$ cat config.mk
export PLATFORM = sky130hd
export DESIGN_NAME = ibex_hpm_counter_bank
export DESIGN_NICKNAME = d
export VERILOG_FILES = /design/src/rtl/ibex_hpm_counter_bank.sv
export SDC_FILE = /design/constraint.sdc
export NUM_CORES = 2
export LEC_CHECK = 0
export ABC_AREA = 1
export BUFFER_PORTS_ARGS = -buffer_cell sky130_fd_sc_hd__buf_4
export CAP_MARGIN = 10
export CORE_MARGIN = 5
export CORE_UTILIZATION = 26
export CTS_CLUSTER_SIZE = 30
export DETAILED_ROUTE_END_ITERATION = 12
export GPL_TIMING_DRIVEN = 1
export PLACE_DENSITY = 0.51
export SYNTH_ARGS = -nofsm -noshare
export SYNTH_HDL_FRONTEND = slang
export SYNTH_SLANG_ARGS = --single-unit
$ cat constraint.sdc
create_clock -name clk_i -period 27.2 [get_ports clk_i]
set_clock_uncertainty 0.15 [all_clocks]
set_input_delay 0 -clock clk_i [delete_from_list [all_inputs] [get_ports clk_i]]
set_output_delay 0 -clock clk_i [all_outputs]
set_load 0.03 [all_outputs]
$ cat src/rtl/ibex_hpm_counter_bank.sv
// Parametrised performance-monitor counter bank: one ibex_hpm_counter per slot plus
// a shared inhibit register, a CSR read mux and an OR-reduced overflow interrupt.

module ibex_hpm_counter #(
    parameter int unsigned CounterWidth = 64,
    parameter int unsigned NumEvents    = 16,
    parameter bit          Saturate     = 1'b0,
    parameter bit          IsCycle      = 1'b0
) (
    input  logic                 clk_i,
    input  logic                 rst_i,
    input  logic [NumEvents-1:0] events_i,
    input  logic                 inhibit_i,
    input  logic                 wr_lo_i,
    input  logic                 wr_hi_i,
    input  logic                 wr_ev_i,
    input  logic [31:0]          wdata_i,
    output logic [63:0]          cnt_o,
    output logic [31:0]          ev_o,
    output logic                 ovf_o,
    output logic                 irq_o
);
    logic [CounterWidth-1:0] cnt_q, cnt_d;
    logic [NumEvents-1:0]    mask_q, mask_d;
    logic                    irq_en_q, irq_en_d, ovf_q, ovf_d;
    logic                    ev_hit, inc, hw_ovf;
    logic [63:0]             cnt_ext;

    assign cnt_ext = 64'(cnt_q);
    assign ev_hit  = IsCycle ? 1'b1 : |(events_i & mask_q);
    assign inc     = !inhibit_i && ev_hit;

    always_comb begin
        cnt_d    = cnt_q;
        mask_d   = mask_q;
        irq_en_d = irq_en_q;
        ovf_d    = ovf_q;
        hw_ovf   = 1'b0;
        // A software write to the count suppresses that cycle's increment and its overflow.
        if (wr_lo_i) begin
            cnt_d = CounterWidth'({cnt_ext[63:32], wdata_i});
        end else if (wr_hi_i) begin
            cnt_d = CounterWidth'({wdata_i, cnt_ext[31:0]});
        end else if (inc) begin
            if (&cnt_q) begin
                hw_ovf = 1'b1;
                cnt_d  = Saturate ? cnt_q : '0;
            end else begin
                cnt_d = cnt_q + CounterWidth'(1);
            end
        end
        if (wr_ev_i) begin
            mask_d   = IsCycle ? '0 : wdata_i[NumEvents-1:0];
            irq_en_d = wdata_i[30];
            ovf_d    = wdata_i[31];
        end
        if (hw_ovf) ovf_d = 1'b1;
    end

    always_ff @(posedge clk_i or posedge rst_i) begin
        if (rst_i) begin
            cnt_q    <= '0;
            mask_q   <= '0;
            irq_en_q <= 1'b0;
            ovf_q    <= 1'b0;
        end else begin
            cnt_q    <= cnt_d;
            mask_q   <= mask_d;
            irq_en_q <= irq_en_d;
            ovf_q    <= ovf_d;
        end
    end

    assign cnt_o = cnt_ext;
    assign ev_o  = {ovf_q, irq_en_q, 30'(mask_q)};
    assign ovf_o = ovf_q;
    assign irq_o = ovf_q & irq_en_q;
endmodule

module ibex_hpm_counter_bank #(
    parameter int unsigned NumCounters  = 8,
    parameter int unsigned CounterWidth = 64,
    parameter int unsigned NumEvents    = 16,
    parameter bit          Saturate     = 1'b0
) (
    input  logic                   clk_i,
    input  logic                   rst_i,
    input  logic [NumEvents-1:0]   events_i,
    input  logic                   csr_en_i,
    input  logic                   csr_we_i,
    input  logic [1:0]             csr_sel_i,
    input  logic [4:0]             csr_idx_i,
    input  logic [31:0]            csr_wdata_i,
    output logic [31:0]            csr_rdata_o,
    output logic                   csr_err_o,
    output logic [NumCounters-1:0] ovf_o,
    output logic                   irq_o
);
    localparam logic [1:0] SelLo = 2'd0, SelHi = 2'd1, SelCtrl = 2'd3;

    logic [NumCounters-1:0]        inhibit_q;
    logic [NumCounters-1:0][63:0]  cnt;
    logic [NumCounters-1:0][31:0]  ev;
    logic [NumCounters-1:0]        irq_src;
    logic                          wr_ok;

    assign csr_err_o = csr_en_i && (csr_sel_i != SelCtrl) && (32'(csr_idx_i) >= NumCounters);
    assign wr_ok     = csr_en_i && csr_we_i && !csr_err_o;

    always_ff @(posedge clk_i or posedge rst_i) begin
        if (rst_i)                           inhibit_q <= '0;
        else if (wr_ok && csr_sel_i == SelCtrl) inhibit_q <= csr_wdata_i[NumCounters-1:0];
    end

    for (genvar g = 0; g < NumCounters; g++) begin : gen_cnt
        logic hit;
        assign hit = wr_ok && (csr_idx_i == 5'(g));
        ibex_hpm_counter #(
            .CounterWidth(CounterWidth),
            .NumEvents   (NumEvents),
            .Saturate    (Saturate),
            .IsCycle     (g == 0)
        ) u_cnt (
            .clk_i    (clk_i),
            .rst_i    (rst_i),
            .events_i (events_i),
            .inhibit_i(inhibit_q[g]),
            .wr_lo_i  (hit && csr_sel_i == SelLo),
            .wr_hi_i  (hit && csr_sel_i == SelHi),
            .wr_ev_i  (hit && csr_sel_i == 2'd2),
            .wdata_i  (csr_wdata_i),
            .cnt_o    (cnt[g]),
            .ev_o     (ev[g]),
            .ovf_o    (ovf_o[g]),
            .irq_o    (irq_src[g])
        );
    end

    always_comb begin
        csr_rdata_o = '0;
        if (csr_en_i && !csr_err_o) begin
            if (csr_sel_i == SelCtrl) begin
                csr_rdata_o = 32'(inhibit_q);
            end else begin
                for (int i = 0; i < NumCounters; i++) begin
                    if (csr_idx_i == 5'(i)) begin
                        case (csr_sel_i)
                            SelLo:   csr_rdata_o = cnt[i][31:0];
                            SelHi:   csr_rdata_o = cnt[i][63:32];
                            default: csr_rdata_o = ev[i];
                        endcase
                    end
                end
            end
        end
    end

    assign irq_o = |irq_src;
endmodule

==> reports/results.txt <==
synthesized cell area: 53930 µm²
Cells after Synth: 8942
# IOs: 101
Die Span Y: 465.4 µm
row cnt: 167
DRC viols: 0
most frequent cell after synthesis: nand2_1
routability cong.: 1.030
post-placement cell count: 11410
share of the synthesized area in the top cell type: 30.07%
cells along the critical path: dlygate4sd3_1 -> buf_4 -> nand2_4 -> nand3_2 -> dlygate4sd3_1 -> inv_2 -> nor2_8 -> buf_4 -> nand3_2 -> buf_4 -> nand2_2 -> clkinv_1 -> nand2_1 -> o21ai_0 -> inv_1 -> nand2_1
CP endpoint kind: flip-flop
Area contributors post-synth: dfrtp_1 30%, nand2_1 17%, nor2_1 12%
Max stage delay cell, worst path: nand2_2
CTS root buffer: clkbuf_16
critical path peak fanout: 58
pwr/cell area: 94.91 nW/µm²
port bufs: 100
largest net degree at the start of global routing: 106
Pleak: 0.02831 µW
cell family with the largest share of critical-path delay: buffers and inverters
post-synthesis adder-cell area fraction: 0.1856%
Rel. slew slack: 17.82%
period utilization: 17.86%
initial antenna violation count: 30
clock power share: 23.0%
CTS tree: yes
Num CTS Buffers: 91
Synthesis Warnings: 0
Post-synth EDFFs: 0
#FFs+latches synth: 648
H-Tree Depth: 3
WS Path Type: in2reg
CP most frequent cell: buf_4
post-synthesis xor/xnor area fraction: 2.842%
GRT Overall Usage: 29.55%
Seq pwr share: 33.4%
first-pass GRT wire length: 465700 µm
vias in the first global route: 59727
Int Power: 2780 µW
Req. time, crit path: 27660 ps
1st-iter DRT viols: 9377
RSZ-0062 raised after global routing: false
Hold Slack: 58.47 ps
vias: 65828
Post-Route WL: 334100 µm
setup violators final: 0
post-synthesis sequential area ratio: 30.07%
sw power: 2953 µW
Routed Antenna Nets: 0
switching share of power: 51.51%
DIE WIDTH: 465.4 µm
Max clock buf depth: 3
vias per inst: 5.657
clock sink total: 648
Final HPWL DP: 244400 µm
Top FF cell, synth: dfrtp_1
total gr overflow: 0
Fillers: 23195
Max Clock Freq: 205.9 MHz
Resized Gates After CTS: 0
setup_tns: 0 ps
synthesized area per cell: 6.031 µm²
critical path's largest stage delay: 950 ps
fin cells: 11636
Tot Pwr: 5733 µW
post-synthesis mux area share: 0%
Async SR Flop Fraction: 100.0%
leading area contributor after synthesis: dfrtp_1
peak supply drop: 58.18 µV
Max Cap Viol: 0
synth cell count leaders: 2381 x nand2_1, 1662 x nor2_1, 851 x inv_1
WP buf/inv: 8
Synth Area in Compound Gates: 14.14%
share of cells above drive strength 1: 5.082%
status: finished, final reports clean
Layout area overhead: 12.02%
Initial Utilization: 26.10%
critical path arrival: 5320 ps
Final nets: 8910
Pre-antenna DRT Iters: 6
Core Area: 206700 µm²
die footprint: 216600 µm²
syn_nets: 9009
Wirelength per Cell: 28.71 µm
Comb power frac: 43.5%
Final Max Slew Viols: 0
worst skew pair latency: 740 ps
Synth Area in Simple Gates: 42.94%
Tmin final: 4857 ps
crit path launch type: input pin
Fin. Hold Viols: 0
largest family of logic cells by synthesized area: simple AND/OR/NAND/NOR gates
HP Class: in2reg
Clock Pin Slew Worst Setup and Hold Paths: 60 ps
Worst-Margin Slew: 1230 ps
Yosys cell types: 51
## metal layers
| layer | GRT usage, % | routed length, µm |
|---|---|---|
| met2 | 43.03 | 138000 |
| met4 | 15.48 | 21400 |
| met3 | 7.167 | 35790 |
| met5 | 0 | 92 |
| met1 | 40.34 | 138700 |
## layout by cell type, fill, tap and decap left out, types with 11 or more instances in the layout
cell type / instances
nand3_2: 22
o221ai_1: 47
o211ai_1: 41
inv_1: 843
xnor2_1: 19
o21ai_1: 25
xor2_1: 156
nand2_1: 2378
nand3_1: 591
inv_2: 23
buf_4: 182
nand4_1: 504
clkbuf_1: 16
bufinv_16: 12
o22ai_1: 132
clkinv_2: 18
a22oi_1: 25
diode_2: 18
nor2_1: 1661
nor2_2: 14
dlygate4sd3_1: 44
clkbuf_16: 91
o21a_1: 11
clkbuf_8: 19
o21bai_1: 26
dfrtp_1: 648
a31oi_1: 22
o21ai_0: 461
or2_2: 13
clkinv_1: 11
nor2_4: 16
nor3_1: 179
a21oi_1: 570
## metrics by stage
stage | utilization, % | area [µm²] | setup slack, ps
after CTS | 29.21 | 60360 | 22540
after detailed placement | 27.47 | 56780 | 22900
after global placement | 27.47 | 56780 | 22930
final | 29.23 | 60410 | 22340
after global routing | 29.21 | 60370 | 22280
after floorplan | - | 53930 | 8894
## cells by family after synthesis
logic type / count (synthesis)
adder cells (fa/ha/maj): 8
buffers and inverters: 1298
AO/OA/AOI/OAI: 1383
XOR/XNOR: 175
AND/OR/NAND/NOR: 5430
flip-flops: 648
## flip-flops by register name, summed over array words and instances (netlist names)
register                count
gen_cnt.u_cnt.mask_q      112
gen_cnt.u_cnt.cnt_o       512
gen_cnt.u_cnt.irq_en_q      8
inhibit_q                   8
gen_cnt.u_cnt.ovf_o         8
## final cells by class
type / count / area, µm² / share of cell area, %
Antenna cell: 18 / 45.04 / 0.07457
Multi-Input combinational cell: 6996 / 32500 / 53.80
Inverter: 880 / 3314 / 5.487
Clock inverter: 38 / 546.8 / 0.9051
Clock buffer: 126 / 2599 / 4.302
Tap cell: 2704 / 3383 / 5.601
Timing Repair Buffer: 226 / 1807 / 2.991
Sequential cell: 648 / 16220 / 26.84
## power groups by stage
stage,Sequential (µW),Clock (µW),Combinational (µW)
floorplan,1590,0,1680
finish,1920,1320,2500
CTS,1880,1340,2440
detailed placement,1890,0,2420
global placement,1890,0,2410
global route,1930,1370,2750
## worst register-to-register path: cells and delay by family (launching register included)
family | cells | cell delay, ps
flip-flops | 1 | 580
AND/OR/NAND/NOR | 7 | 2200
adder cells (fa/ha/maj) | 1 | 390
buffers and inverters | 1 | 140
AO/OA/AOI/OAI | 1 | 100
## what timing repair did
action                    CTS  global route
hold endpoints to repair  388             0
setup buffers               0             0
hold buffers               44             0
## final timing paths
| path | start | end | slack, ps | cells past startpoint |
|---|---|---|---|---|
| max | csr_sel_i[0] | gen_cnt[6].u_cnt.cnt_o[30]$_DFFE_PP0P_ | 22340 | 16 |
| min | events_i[3] | gen_cnt[5].u_cnt.ovf_o$_DFFE_PP0P_ | 60 | 10 |
| max reg2reg | gen_cnt[0].u_cnt.cnt_o[0]$_DFFE_PP0P_ | gen_cnt[0].u_cnt.cnt_o[31]$_DFFE_PP0P_ | 23490 | 10 |
| min reg2reg | gen_cnt[1].u_cnt.mask_q[1]$_DFFE_PP0P_ | gen_cnt[1].u_cnt.mask_q[1]$_DFFE_PP0P_ | 350 | 2 |
| max in group asynchronous | rst_i | gen_cnt[5].u_cnt.cnt_o[44]$_DFFE_PP0P_ | 23230 | 7 |
| min in group asynchronous | rst_i | gen_cnt[2].u_cnt.cnt_o[56]$_DFFE_PP0P_ | 430 | 4 |
No activity file was read; power rests on OpenSTA's default activity.
